$ cat src/rtl/fifo_stream_arbiter.sv
// fifo_stream_arbiter: merges N first-word-fall-through source FIFOs into one FWFT stream
module fifo_stream_arbiter #(
  parameter int CHANNELS      = 4,
  parameter int DATA_WIDTH    = 32,
  parameter int PRIORITY_MODE = 0,
  parameter int BURST_MAX     = 1,
  parameter int CH_BITS       = (CHANNELS > 2) ? $clog2(CHANNELS) : 1
) (
  input  logic                           BUS_CLK,
  input  logic                           BUS_RST,
  input  logic [CHANNELS-1:0]            CHANNEL_ENABLE,
  input  logic [CHANNELS-1:0]            SRC_FIFO_EMPTY,
  input  logic [CHANNELS*DATA_WIDTH-1:0] SRC_FIFO_DATA,
  output logic [CHANNELS-1:0]            SRC_FIFO_READ,
  input  logic                           FIFO_READ,
  output logic                           FIFO_EMPTY,
  output logic [DATA_WIDTH-1:0]          FIFO_DATA,
  output logic                           GRANT_VALID,
  output logic [CH_BITS-1:0]             GRANT_CH
);
  typedef enum logic {IDLE, GRANTED} state_t;
  state_t                state_q;
  logic [CH_BITS-1:0]    grant_ch_q, last_ch_q, grant_ch_d, base;
  logic [7:0]            cnt_q;
  logic [CHANNELS-1:0]   req;
  logic [DATA_WIDTH-1:0] words [CHANNELS];
  logic                  any_req, head_empty, pop, rel;
  // request vector and per-channel head words
  always_comb begin
    req = ~SRC_FIFO_EMPTY & CHANNEL_ENABLE;
    any_req = |req;
    for (int i = 0; i < CHANNELS; i++) words[i] = SRC_FIFO_DATA[i*DATA_WIDTH +: DATA_WIDTH];
  end
  // merged output path straight from the registered grant; a disabled head counts as empty
  always_comb begin
    head_empty = SRC_FIFO_EMPTY[grant_ch_q] | ~CHANNEL_ENABLE[grant_ch_q];
    GRANT_VALID = state_q == GRANTED;
    GRANT_CH = grant_ch_q;
    FIFO_EMPTY = ~GRANT_VALID | head_empty;
    FIFO_DATA = GRANT_VALID ? words[grant_ch_q] : '0;
    pop = FIFO_READ & ~FIFO_EMPTY;
    SRC_FIFO_READ = pop ? CHANNELS'(1) << grant_ch_q : '0;
    rel = GRANT_VALID & ((pop & (cnt_q == 8'(BURST_MAX - 1))) | head_empty);
  end
  // next grant: search after the channel just released (or last released when idle)
  always_comb begin
    grant_ch_d = '0;
    base = GRANT_VALID ? grant_ch_q : last_ch_q;
    if (PRIORITY_MODE != 0)
      for (int i = CHANNELS - 1; i >= 0; i--) grant_ch_d = req[i] ? CH_BITS'(i) : grant_ch_d;
    else
      for (int k = CHANNELS; k >= 1; k--)
        grant_ch_d = req[CH_BITS'((int'(base) + k) % CHANNELS)] ? CH_BITS'((int'(base) + k) % CHANNELS) : grant_ch_d;
  end
  // grant FSM: arbitrate when idle or on release, otherwise count burst pops
  always_ff @(posedge BUS_CLK or posedge BUS_RST) begin
    if (BUS_RST) begin
      state_q <= IDLE;
      grant_ch_q <= '0;
      cnt_q <= '0;
      last_ch_q <= CH_BITS'(CHANNELS - 1);
    end else if (state_q == IDLE || rel) begin
      if (rel) last_ch_q <= grant_ch_q;
      state_q <= any_req ? GRANTED : IDLE;
      if (any_req) grant_ch_q <= grant_ch_d;
      cnt_q <= '0;
    end else if (pop) begin
      cnt_q <= cnt_q + 8'd1;
    end
  end
endmodule
$ cat config.mk
export PLATFORM = sky130hd
export DESIGN_NAME = fifo_stream_arbiter
export DESIGN_NICKNAME = d
export VERILOG_FILES = /design/src/rtl/fifo_stream_arbiter.sv
export SDC_FILE = /design/constraint.sdc
export NUM_CORES = 1
export LEC_CHECK = 0
export ABC_CLOCK_PERIOD_IN_PS = 2200
export CAP_MARGIN = 20
export CORE_AREA = 2 2 73 102
export CTS_BUF_LIST = sky130_fd_sc_hd__clkbuf_16
export DETAILED_ROUTE_END_ITERATION = 6
export DIE_AREA = 0 0 75 104
export PLACE_DENSITY = 0.73
export SETUP_SLACK_MARGIN = 0.02
export SLEW_MARGIN = 10
export SYNTH_ARGS = -nofsm -noshare
export SYNTH_HDL_FRONTEND = slang
export SYNTH_SLANG_ARGS = --single-unit
$ cat constraint.sdc
create_clock -name BUS_CLK -period 2.2 [get_ports BUS_CLK]
set_input_delay 0.55 -clock BUS_CLK [delete_from_list [all_inputs] [get_ports BUS_CLK]]
set_output_delay 0.55 -clock BUS_CLK [all_outputs]
set_load 0.005 [all_outputs]
Word level (Yosys, flattened, before mapping):

Cells that the tools add are included.

* register bits after elaboration: 13
* input bits: 139
* output and inout bits: 40

* $add $sub $neg: 5
* magnitude comparators: 6
* shifts and indexed selects: 1
* mux-type cells: 29
* bitwise operators: 12
* reductions and logical operators: 6

Operators by type and width (count)
* $mux 32: 3
* $bmux 32 s2: 1
* $lt 2x4->1 const B: 4
* $mux 8: 2
* $bmux 1 s2: 6
* $mux 1: 11
* $mux 2: 5
* $add 8x1->8 const B: 1
* $logic_not 8->1: 1
* $add 2x1->2 const B: 2
* $add 2x2->2 const B: 2
* $and 4x4->4: 1
* $mux 4: 1
* $not 4->4: 1
* $reduce_and 2->1: 2
* $reduce_or 4->1: 1
* $shl 1x2->4 const A: 1
* $and 1x1->1: 3
* $ge 3x3->1 const B: 1
* $lt 2x3->1 const B: 1
* $not 1->1: 3
* $not 2->3: 1
* $or 1x1->1: 3
* $reduce_bool 2->1: 1
* $logic_or 1x1->1: 1

Longest topological paths before layout:

* depth after elaboration: 12
* depth in mapped cells: 7
* depth with buffers taken out: 7

Worst setup path after synthesis:

OpenSTA, ideal clock, no wires.

* path kind: input to output
* start: input port CHANNEL_ENABLE[2]
* end: output port SRC_FIFO_READ[3]
* arrival: 1.638 ns
* required time: 1.650 ns
* path slack: 0.012 ns
* stages: 6
* path buffers: 1
* cells stage by stage: nor2b_1 mux4_2 nand2_2 buf_4 nor2_1 and3_1

* longest elaborated chain between the ends: 8

RTL lines
* from (decl): line 11 `input logic [CHANNELS-1:0] CHANNEL_ENABLE,`
* $bmux 1 s2: line 36 `head_empty = SRC_FIFO_EMPTY[grant_ch_q] | ~CHANNEL_ENABLE[grant_ch_q];`
* $mux 1 (not written as such): line 36
* $not 1->1: line 36
* $or 1x1->1: line 36
* $or 1x1->1: line 39 `FIFO_EMPTY = ~GRANT_VALID | head_empty;`
* net FIFO_EMPTY: line 16 `output logic FIFO_EMPTY,`
* $not 1->1: line 41 `pop = FIFO_READ & ~FIFO_EMPTY;`
* $and 1x1->1: line 41
* $mux 4: line 42 `SRC_FIFO_READ = pop ? CHANNELS'(1) << grant_ch_q : '0;`
* to (decl): line 14 `output logic [CHANNELS-1:0] SRC_FIFO_READ,`

The timed path passes the listed nets, and every way through them passes these cells. The select of a mux whose other input is x is not followed.

Worst setup path after layout:

* start: input port CHANNEL_ENABLE[2]
* end: output port SRC_FIFO_READ[3]

* longest elaborated chain between the ends: 8

RTL lines (line)
* $bmux 1 s2: 36
* $mux 1 (not written as such): 36
* $not 1->1: 36
* $or 1x1->1: 36
* $or 1x1->1: 39
* $not 1->1: 41
* $and 1x1->1: 41
* $mux 4: 42

Every way passes these cells. The select of a mux whose other input is x is not followed.

==> results.md <==
- Outcome: finished, violations left
- Failing checks: negative setup slack
- Via density: 4.76
- PD cells: 744 mW/mm2
- Peak supply drop: 489 uV
- Drt first-iter violations: 59
- Post-synth top area share: 41.1%
- Vias: 2266
- Share of layout cells above drive strength 1: 45.1%
- 1st-pass router iterations: 6
- Hold Violations, Final: 0
- CTS tree: yes
- Worst Path Required: 1.65 ns
- Vias in the first global route: 2396
- Synthesized area per cell: 11.4 um2
- Slew margin rel.: 66.7%
- Smallest hold slack: 0.558 ns
- Lkg Pwr: 2.00 nW
- CP endpoint kind: output pin
- Clk_lat worst skew: 0.24 ns
- Number of placement rows: 36
- Yosys top cell by area: mux4_2
- Final Wtd Congestion: 0.846
- Clk pin slew, worst setup/hold paths: 0.04 ns
- Deepest level of the CTS H-tree: 1
- Residual DRC: 0
- Post-Syn Instances: 158
- Total gr overflow: 0
- Fin worst setup slack: -0.0865 ns
- FF+latch count, synth: 13
- CP startpoint kind: input pin
- Synth cell types: 35
- First-pass GRT wire length: 12.5 mm
- Post-synthesis sequential area ratio: 18.1%
- Placed Area: 0.00383 mm2
- Synth warn: 0
- Worst-Margin Slew: 0.498 ns
- CTS Root Cell: clkbuf_16
- Worst endpoint data arrival time: 1.74 ns
- Worst Setup Path Type: in2out
- TNS Setup: -1.83 ns
- Core area: 0.00689 mm2
- Setup violators final: 32
- Crit-path max FO: 3
- Initial core utilization: 26.2%
- Unrepaired setup endpoints after global routing: true
- Port bufs: 178
- Wire per inst: 18.4 um
- Dpl hpwl: 6.86 mm
- Die area: 0.00780 mm2
- Max Freq: 437 MHz
- Max Slew Vio Count: 0
- CTS Buffer Depth: 2
- Layout Cell Area excl Fill: 0.00437 mm2
- Die Y: 104 um
- Largest net degree at the start of global routing: 34
- Hold WC Path Type: reg2reg
- Top cells by count, synth: 33 x mux4_2, 32 x and2_1, 11 x dfrtp_1, 11 x nor2_1, 6 x nand2_1
- Ys async rst share: 100%
- Skew final: 0.000700 ns
- Nets: 519
- Reg2reg setup slack: 0.14 ns
- Max Cap Violations: 0
- CTS sink count: 13
- Final Cycle Share: 104%
- Minimum clock period: 2.29 ns
- Post-route antenna net violation count: 0
- Gr usage total: 21.0%
- Final WL: 8.77 mm
- P&R area growth vs syn: 141%
- Top FF cell, synth: dfrtp_1
- Synth Net Count: 299
- Initial antenna violation count: 4
- Top post-synthesis cells by area: mux4_2 41%, dfrtp_1 15%, and2_1 11%
- Die width: 75 um
- Number of buffers created by CTS: 3
- # IOs: 179
- Post-synth EDFFs: 0
- Post-Syn Area: 0.00181 mm2
- Top-count cell post-synth: mux4_2
-- per-layer routing --
| layer | GRT usage, % | vias to the layer above | part of all wire [%] |
|---|---|---|---|
| li1 | - | 1045 | - |
| met1 | 19.9 | 1079 | 31 |
| met2 | 38.0 | 116 | 52 |
| met3 | 7.75 | 26 | 12 |
| met4 | 9.82 | 0 | 4.2 |
| met5 | 0 | - | 0 |
-- final timing paths --
check	from	end	depth (start not counted)
worst max-delay path	CHANNEL_ENABLE[2]	SRC_FIFO_READ[3]	7
worst min-delay path	cnt_q[7]	cnt_q[7]	2
worst max register to register	GRANT_CH[0]	GRANT_CH[1]	9
worst min register to register	cnt_q[7]	cnt_q[7]	2
max in group asynchronous	BUS_RST	GRANT_CH[0]	2
min in group asynchronous	BUS_RST	cnt_q[5]	2
-- registers in the layout, indices dropped and copies added, names as in the netlist --
register	flops
cnt_q	8
last_ch_q	2
GRANT_VALID	1
GRANT_CH	2
-- critical path, cell delays in order --
cell and delay, ns:
buf_2 0.10, nor2b_4 0.12, mux4_2 0.53, nand2_2 0.11, nor2_1 0.04, and3_1 0.15, buf_2 0.13
-- logic make-up after synthesis --
family / after synthesis / synth area share, %
and+or+nand+nor: 71 / 23.1
muxes: 40 / 45.9
buffers and inverters: 17 / 5.05
DFF: 13 / 18.1
AOI/OAI and AO/OA: 10 / 4.01
xor gates and xnor gates: 5 / 2.42
adders and majority gates: 2 / 1.38
-- where the power goes --
part           internal, mW  leakage [nW]  switching, mW
clock                 0.239        0.0423         0.0979
combinational          1.79          1.79          0.806
sequential            0.287         0.167         0.0249
total                  2.32          2.00          0.928
-- cells in the final DEF (no fill, tap or decap), types with 3 or more instances in the layout --
master,count
xor2_1,5
nand4_1,3
buf_4,17
buf_6,52
nand2_1,6
clkbuf_2,3
nor2_1,11
and3_1,4
nor2b_4,4
diode_2,4
inv_1,5
buf_2,16
clkbuf_16,3
and2_4,22
dfrtp_1,10
buf_12,5
mux4_2,33
clkdlybuf4s50_1,115
dlymetal6s2s_1,18
a21oi_1,3
and2_1,10
-- final cells by class --
type	instances	area, um2
Antenna cell	4	10.0
Clock buffer	3	75.1
Clock inverter	1	3.75
Fill cell	552	2530
Inverter	4	15.0
Multi-Input combinational cell	128	1490
Sequential cell	13	329
Tap cell	95	119
Timing Repair Buffer	228	2330
-- stage by stage --
stage	std cells	setup slack, ns	util, %	power (mW)
floorplan	158	0.0308	-	1.31
global placement	439	-0.776	55.6	2.24
detailed placement	439	-0.770	55.6	2.26
CTS	471	-0.173	60.3	3.00
global route	476	-0.130	63.3	3.44
finish	476	-0.0865	63.3	3.25
-- repair_timing --
action,4_1_cts,5_1_grt
hold buffers,0,0
gates cloned,1,0
setup buffers,27,3
endpoints found under the setup margin,39,37
pin swaps,36,6
gates resized for setup,213,65
endpoints found under the hold margin,0,0
Power figures use the tool's default switching activity.
